$ cat config.mk
export PLATFORM = sky130hd
export DESIGN_NAME = s6bitserialsub
export DESIGN_NICKNAME = d
export VERILOG_FILES = /design/src/rtl/s6bitserialsub_pkg.sv /design/src/rtl/s6bitserialsub_fulladder1bit.sv /design/src/rtl/s6bitserialsub.sv
export SDC_FILE = /design/constraint.sdc
export NUM_CORES = 1
export LEC_CHECK = 0
export BUFFER_PORTS_ARGS = -buffer_cell sky130_fd_sc_hd__buf_4
export CELL_PAD_IN_SITES_DETAIL_PLACEMENT = 0
export CELL_PAD_IN_SITES_GLOBAL_PLACEMENT = 1
export CORE_ASPECT_RATIO = 0.75
export CORE_MARGIN = 2
export CORE_UTILIZATION = 31
export DETAILED_ROUTE_END_ITERATION = 7
export PLACE_DENSITY = 0.67
export SYNTH_ARGS = -nofsm -noshare
export SYNTH_HDL_FRONTEND = slang
export SYNTH_SLANG_ARGS = --single-unit
$ cat constraint.sdc
create_clock -name clk -period 1.7 [get_ports clk]
set_clock_uncertainty 0.1 [all_clocks]
set_input_delay 0.17 -clock clk [delete_from_list [all_inputs] [get_ports clk]]
set_output_delay 0.17 -clock clk [all_outputs]
set_load 0.05 [all_outputs]
$ cat src/rtl/s6bitserialsub_pkg.sv
// Shared types and constants for the bit-serial signed subtractor.
//   state_t       : FSM states IDLE / RUN / DONE
//   DEFAULT_WIDTH : default operand/result width
package s6bitserialsub_pkg;

  typedef enum logic [1:0] {
    IDLE,
    RUN,
    DONE
  } state_t;

  localparam int unsigned DEFAULT_WIDTH = 6;

endpackage

$ cat src/rtl/s6bitserialsub_fulladder1bit.sv
// One-bit full adder cell, the serial bit slice of the subtractor.
//   a, b, cin : addend bits and carry in
//   sum, cout : sum bit and carry out
module fulladder1bit (
  input  logic a,
  input  logic b,
  input  logic cin,
  output logic sum,
  output logic cout
);

  assign sum  = a ^ b ^ cin;
  assign cout = (a & b) | (cin & (a ^ b));

endmodule

$ cat src/rtl/s6bitserialsub.sv
// Bit-serial signed subtractor: diff = a - b, one bit per clock, computed as
// a + ~b + 1 through a single full-adder cell and a carry flop.
//   clk, rst            : clock, synchronous active-high reset
//   in_valid/in_ready   : operand handshake for a (minuend), b (subtrahend)
//   out_valid/out_ready : result handshake for diff, overflow, borrow
//   diff                : a - b modulo 2^WIDTH
//   overflow            : signed result not representable in WIDTH bits
//   borrow              : unsigned a < b
module s6bitserialsub
  import s6bitserialsub_pkg::*;
#(
  parameter int unsigned WIDTH = DEFAULT_WIDTH
) (
  input  logic             clk,
  input  logic             rst,
  input  logic             in_valid,
  output logic             in_ready,
  input  logic [WIDTH-1:0] a,
  input  logic [WIDTH-1:0] b,
  output logic             out_valid,
  input  logic             out_ready,
  output logic [WIDTH-1:0] diff,
  output logic             overflow,
  output logic             borrow
);

  localparam int unsigned CW = $clog2(WIDTH);

  state_t           state;
  logic [WIDTH-1:0] areg;
  logic [WIDTH-1:0] breg;
  logic [WIDTH-1:0] res;
  logic             carry;
  logic [CW-1:0]    cnt;
  logic             signa;
  logic             signb;
  logic             in_ready_r;
  logic             out_valid_r;
  logic             ovf_r;
  logic             brw_r;
  logic             fa_sum;
  logic             fa_cout;

  fulladder1bit u_fa (
    .a    (areg[0]),
    .b    (breg[0]),
    .cin  (carry),
    .sum  (fa_sum),
    .cout (fa_cout)
  );

  always_ff @(posedge clk) begin
    if (rst) begin
      state       <= IDLE;
      areg        <= '0;
      breg        <= '0;
      res         <= '0;
      carry       <= 1'b0;
      cnt         <= '0;
      signa       <= 1'b0;
      signb       <= 1'b0;
      in_ready_r  <= 1'b1;
      out_valid_r <= 1'b0;
      ovf_r       <= 1'b0;
      brw_r       <= 1'b0;
    end else begin
      unique case (state)
        IDLE: begin
          if (in_valid) begin
            areg       <= a;
            breg       <= ~b;
            carry      <= 1'b1;
            cnt        <= '0;
            signa      <= a[WIDTH-1];
            signb      <= b[WIDTH-1];
            in_ready_r <= 1'b0;
            state      <= RUN;
          end
        end
        RUN: begin
          res   <= {fa_sum, res[WIDTH-1:1]};
          areg  <= {1'b0, areg[WIDTH-1:1]};
          breg  <= {1'b0, breg[WIDTH-1:1]};
          carry <= fa_cout;
          cnt   <= cnt + 1'b1;
          if (cnt == CW'(WIDTH - 1)) begin
            // Flags are taken from the last slice directly: fa_sum is the
            // result MSB and fa_cout the final carry, both landing this edge.
            state       <= DONE;
            out_valid_r <= 1'b1;
            brw_r       <= ~fa_cout;
            ovf_r       <= (signa ^ signb) & (fa_sum ^ signa);
          end
        end
        DONE: begin
          if (out_ready) begin
            out_valid_r <= 1'b0;
            in_ready_r  <= 1'b1;
            state       <= IDLE;
          end
        end
        default: state <= IDLE;
      endcase
    end
  end

  assign in_ready  = in_ready_r;
  assign out_valid = out_valid_r;
  assign diff      = res;
  assign overflow  = ovf_r;
  assign borrow    = brw_r;

endmodule

Word-level counts from Yosys, hierarchy flattened
Cells that the tools add are included.
{ "totals": {"ff_bits": 30, "output_inout_bits": 10} }
{ "classes": {"add_sub_neg": 1, "n_eq_ne": 6, "mux": 18, "bitwise": 10, "n_reduce_logical": 10} }
{ "op_table": {"columns": ["operator", "n"], "rows": [
  ["$pmux W6 S2", 2],
  ["$mux W6", 2],
  ["$reduce_and A3 Y1", 3],
  ["$mux W2", 3],
  ["$ne A2 B2 Y1 const B", 3],
  ["$not A6 Y6", 1],
  ["$pmux W1 S2", 3],
  ["$pmux W2 S3", 1],
  ["$pmux W3 S2", 1],
  ["$reduce_and A2 Y1", 3],
  ["$reduce_bool A2 Y1", 3],
  ["$mux W1", 5],
  ["$xor A1 B1 Y1", 4],
  ["$add A3 B1 Y3 const B", 1],
  ["$and A1 B1 Y1", 3],
  ["$eq A3 B3 Y1 const B", 1],
  ["$mux W3", 1],
  ["$eq A2 B1 Y1 const B", 1],
  ["$eq A2 B2 Y1 const B", 1],
  ["$logic_not A2 Y1", 1],
  ["$not A1 Y1", 1],
  ["$or A1 B1 Y1", 1]
]} }

Logic depth before layout (Yosys ltp)
{ "logic_depth": {"ltp_word": 4, "ltp_mapped": 5, "ltp_nobuf": 5} }

Cells and area by module
Synthesis repeated with hierarchy kept, for this count alone.
{ "unflattened": {"hier_cells": 143, "area_unflattened_um2": 1393.8} }
{ "modules_own_cells": {"columns": ["mod", "instances", "cells_each", "area_each_um2", "seq_area_each_um2"], "rows": [
  ["s6bitserialsub", 1, 142, 1373.8, 600.6],
  ["fulladder1bit", 1, 1, 20.0, 0.0]
]} }

Worst setup path after synthesis
No wires, ideal clock.
{ "synth_timing": {"kind": "register to register", "startpoint": "reg carry", "endpoint": "reg ovf_r (netlist: overflow)", "setup_time_ns": 0.095, "arrival_ns": 1.297, "required_time_ns": 1.505, "path_slack_ns": 0.208, "stages_incl_launch_ff": 6, "n_path_buf": 0, "period_less_slack_ns": 1.492, "cell_sequence": "dfxtp_1 > inv_1 > fa_1 > nor3b_1 > nor2_1 > a221oi_1"} }
{ "synth_via": {"elab_chain_len": 3} }
{ "synth_lines": {"columns": ["item", "line_no", "text"], "rows": [
  ["start: declaration", "s6bitserialsub.sv:33", "logic carry;"],
  ["start signal: assignment", "s6bitserialsub.sv:84", "carry <= fa_cout;"],
  ["$xor A1 B1 Y1", "s6bitserialsub_fulladder1bit.sv:12", "assign sum = a ^ b ^ cin;"],
  ["$xor A1 B1 Y1", "s6bitserialsub.sv:92", "ovf_r <= (signa ^ signb) & (fa_sum ^ signa);"],
  ["$and A1 B1 Y1", "s6bitserialsub.sv:92", null],
  ["end signal: assignment", "s6bitserialsub.sv:92", null],
  ["end: declaration", "s6bitserialsub.sv:39", "logic ovf_r;"]
]} }
Every way passes these cells.
A chain may end at the register's enable or synchronous reset.

Final worst setup path
{ "layout_timing": {"startpoint": "reg breg[0]", "endpoint": "reg ovf_r (netlist: overflow)"} }
{ "layout_via": {"elab_chain_len": 4} }
{ "layout_lines": {"columns": ["item", "line_no", "text"], "rows": [
  ["start: declaration", "s6bitserialsub.sv:31", "logic [WIDTH-1:0] breg;"],
  ["start signal: assignment", "s6bitserialsub.sv:71", "breg <= ~b;"],
  ["start signal: assignment", "s6bitserialsub.sv:83", "breg <= {1'b0, breg[WIDTH-1:1]};"],
  ["$xor A1 B1 Y1 (2 in series)", "s6bitserialsub_fulladder1bit.sv:12", null],
  ["$xor A1 B1 Y1", "s6bitserialsub.sv:92", null],
  ["$and A1 B1 Y1", "s6bitserialsub.sv:92", null]
]} }
Every way passes these cells.

==> impl_results.md <==
* Arr. time, crit path at 1.69 ns
* Crit path max-delay family: adder cells
* Max-slew violation count at 0
* Resized Gates After CTS at 0
* Flop pwr share at 50.7%
* Clock latency reported for the late side of the worst-skew pair at 0.27 ns
* Largest fanout of any net on the critical path at 3
* Outcome: finished clean
* Headroom to the max-slew limit at 64.1%
* Syn_nets at 160
* Area fraction in compound gates after synthesis at 18.0%
* Wire length of the first global-routing pass at 4.85 mm
* Initial antenna violation count at 0
* Area Overhead vs Synth at 22.8%
* Sequential element share of the synthesized area at 45.1%
* Post-synth EDFFs at 0
* Transition time at the pin with the least slew margin at 0.538 ns
* Achievable Freq at 622 MHz
* Cell at the root of the clock tree: sky130_fd_sc_hd__clkbuf_8
* Worst setup slack for register-to-register paths at 0.09 ns
* Routability congestion estimate from global placement at 0.724
* Number of endpoints failing setup at the final stage at 0
* Total Wirelength at 2.82 mm
* Synth Area in XOR/XNOR at 0%
* Height of the die at 60.8 um
* Adder-cell share of the synthesized area at 3.38%
* Number of fill cells in the layout at 434
* DRC marker count from the first detailed-route iteration at 53
* Fraction of power spent switching nets at 25.9%
* Clock transition at the registers of the reported paths at 0.06 ns
* Slowest cell delay on critical path at 0.51 ns
* Library cell with the largest summed area after synthesis: sky130_fd_sc_hd__dfxtp_1
* Setup total negative slack at 0 ns
* Leakage power at 0.668 nW
* Share of total power in the clock network at 34.7%
* TritonCTS clock tree: built
* DP Wirelength at 2.01 mm
* Total net switching power at 0.392 mW
* Number of antenna cells inserted at 0
* Net total in the final layout at 188
* Portion of synthesized cell area occupied by the leading cell type at 45.1%
* Worst flop-to-flop path endpoint: overflow
* Total of warnings raised by yosys at 0
* Most used flip-flop cell after synthesis: sky130_fd_sc_hd__dfxtp_1
* Die area at 0.00484 sq mm
* Period utilisation layout at 94.5%
* Final Hold Fails at 0
* Number of optimization iterations in the first detailed-route pass at 4
* Sinks on Clock Net at 30
* H-tree levels at 2
* IR Drop Worst-Case VDD at 0.000428 V
* Cell Int Power at 1.13 mW
* Critical path class: reg -> reg
* Mapped Avg Cell Area at 9.45 sq um
* Count leader, synth: sky130_fd_sc_hd__dfxtp_1
* Maxcap violations at 0
* Total overflow reported by the global router at 0
* Setup repair after global routing missed its margin: false
* Asr flop ratio synth at 0%
* Cell Rows at 20
* Placeable core region at 0.00408 sq mm
* Total I/O pin count at 26
* Share of total power in combinational logic at 14.6%
* Main combinational cell family by area after synthesis: simple AND/OR/NAND/NOR gates
* Initial Util at 32.7%
* CP startpoint: breg[0]
* Die X at 79.7 um
* Post-placement cell count at 217
* Number of buffers added by the clock tree synthesis step at 5
* Min-delay worst type: in -> reg
* Routed Antenna Nets at 0
* Endpoint class of the critical path: flop
* Post-synthesis cell area at 0.00133 sq mm
* Critical Path RT at 1.79 ns
* Ordered list of cells on the worst path: inv_1, fa_1, nor3b_1, nor2_1, a221oi_2
* Number of distinct library cells after synthesis at 28
* Number of hold buffers added after cts at 0
* Port buffer count at 25
* Logic depth of the worst register-to-register path at 5
* Number of storage elements in the synthesis netlist at 30
* Worst reg2reg startpoint: breg[0]
* Largest buffer count on any clock path at 2
* DR vias/cell at 4.71
* Power density normalized to cell area at 927 mW/mm^2
* Post-CTS setup buffer count at 0
* DR WL/cell at 12.6 um
* Fraction of final layout cells sized beyond drive strength 1 at 23.7%
* Total number of vias at 1054
* Final critical delay including setup and external delays at 1.61 ns
* Fraction of the core area covered by cells at the end of the flow at 40.1%
* Launching element type of the critical path: flop
* Largest net degree at the start of global routing at 31
* Worst Setup EP: overflow
* Mux contribution to synthesized area at 6.76%
* Gate Count Post-Synth at 141
* Worst-path cell with the longest stage delay: sky130_fd_sc_hd__fa_1
* Total GRT Usage at 13.6%
* Top cells by instance count after synthesis: sky130_fd_sc_hd__dfxtp_1 (30), sky130_fd_sc_hd__nand2_1 (17), sky130_fd_sc_hd__nor2_1 (15), sky130_fd_sc_hd__a21oi_1 (14), sky130_fd_sc_hd__mux2i_1 (9)
* Simple-gate share of the synthesized area at 19.2%
* Count of buffering cells on the critical path with inverters included at 1
* Number of global-route vias before repair at 1057
* DRC Markers at 0
* Number of gates on the worst path with buffers counted at 5
* Non-filler instance count after layout at 224
* Main area contributors after synthesis: sky130_fd_sc_hd__dfxtp_1 (45%), sky130_fd_sc_hd__mux2i_1 (6.8%), sky130_fd_sc_hd__a21oi_1 (5.3%)
[worst reg2reg max path, delay by kind of cell (launching register included)]
| kind | cells | cell delay, ns |
|---|---|---|
| buffers and inverters | 1 | 0.07 |
| AOI/OAI and AO/OA | 1 | 0.24 |
| DFF | 1 | 0.34 |
| and+or+nand+nor | 2 | 0.27 |
| adders and majority gates | 1 | 0.51 |
[flip-flops by register name, summed over array words and instances, names as in the netlist]
signal and cells:
areg 6, breg 6, diff 6, cnt 3
state 2, borrow 1, carry 1, in_ready 1
out_valid 1, overflow 1, signa 1, signb 1
[through the flow]
stage               power [mW]  hold slack, ns  cell area, sq um  worst slack [ns]
floorplan                0.939           0.217              1330             0.208
global placement          1.00           0.324              1550             0.178
detailed placement        1.01           0.336              1550            0.0869
CTS                       1.55          0.0398              1630            0.0467
global route              1.61          0.0506              1640            0.0150
finish                    1.52          0.0484              1640            0.0929
[how the worst min path moves through the flow]
stage | start | cells past startpoint | slack [ns] | to
after detailed placement | b[5] | 3 | 0.34 | signb
after floorplan | a[5] | 2 | 0.22 | signa
after global routing | a[5] | 3 | 0.05 | areg[5]
after global placement | a[5] | 3 | 0.32 | signa
final | b[5] | 3 | 0.05 | signb
after CTS | b[5] | 3 | 0.04 | signb
[logic make-up after synthesis]
| family | count (synthesis) |
|---|---|
| adder cells (fa/ha/maj) | 3 |
| flip-flops | 30 |
| AND/OR/NAND/NOR | 48 |
| buffers and inverters | 16 |
| multiplexers | 9 |
| AO/OA/AOI/OAI | 35 |
[cells in the final DEF, fill, tap and decap left out]
master / Yosys / layout
sky130_fd_sc_hd__a221oi_2: 0 / 1
sky130_fd_sc_hd__mux2i_1: 9 / 9
sky130_fd_sc_hd__ha_1: 2 / 2
sky130_fd_sc_hd__nor2_1: 15 / 15
sky130_fd_sc_hd__nand3_1: 1 / 1
sky130_fd_sc_hd__nand4b_4: 1 / 1
sky130_fd_sc_hd__o211ai_1: 5 / 5
sky130_fd_sc_hd__a21oi_1: 14 / 14
sky130_fd_sc_hd__a221oi_1: 2 / 1
sky130_fd_sc_hd__nand2_1: 17 / 17
sky130_fd_sc_hd__fa_1: 1 / 1
sky130_fd_sc_hd__nor3b_4: 1 / 1
sky130_fd_sc_hd__nor3b_1: 1 / 1
sky130_fd_sc_hd__o21ba_4: 1 / 1
sky130_fd_sc_hd__a31oi_1: 1 / 1
sky130_fd_sc_hd__a211oi_1: 6 / 6
sky130_fd_sc_hd__nand2b_1: 7 / 7
sky130_fd_sc_hd__a311oi_1: 1 / 1
sky130_fd_sc_hd__clkbuf_8: 0 / 5
sky130_fd_sc_hd__buf_4: 0 / 30
sky130_fd_sc_hd__clkbuf_1: 3 / 2
sky130_fd_sc_hd__nor2b_2: 0 / 1
sky130_fd_sc_hd__dfxtp_1: 30 / 30
sky130_fd_sc_hd__o21bai_1: 2 / 2
sky130_fd_sc_hd__nand3b_1: 4 / 4
sky130_fd_sc_hd__a22oi_1: 2 / 2
sky130_fd_sc_hd__inv_1: 7 / 7
sky130_fd_sc_hd__a2bb2oi_1: 1 / 1
[power by group through the flow]
stage               registers (mW)  logic (mW)  clock network [mW]
floorplan                    0.798       0.141                   0
global placement             0.784       0.217                   0
detailed placement           0.785       0.223                   0
CTS                          0.770       0.224               0.553
global route                 0.774       0.247               0.588
finish                       0.770       0.221               0.527
[layer usage]
metal  track usage, %  vias to the layer above  routed length [um]
li1                 -                      546                   -
met1             17.1                      489                1380
met2             20.9                       17                1290
met3             6.10                        2                 123
met4             4.43                        0                  25
met5                0                        -                   0
[final cells by class]
| type | count | area (sq um) | area share [%] |
|---|---|---|---|
| multi-input combinational | 95 | 639 | 39.1 |
| sequential | 30 | 601 | 36.7 |
| timing repair buffer | 30 | 225 | 13.8 |
| clock buffer | 7 | 76.3 | 4.66 |
| tap | 55 | 68.8 | 4.20 |
| inverter | 7 | 26.3 | 1.61 |
Note: power is estimated with default switching activity, not from simulation.
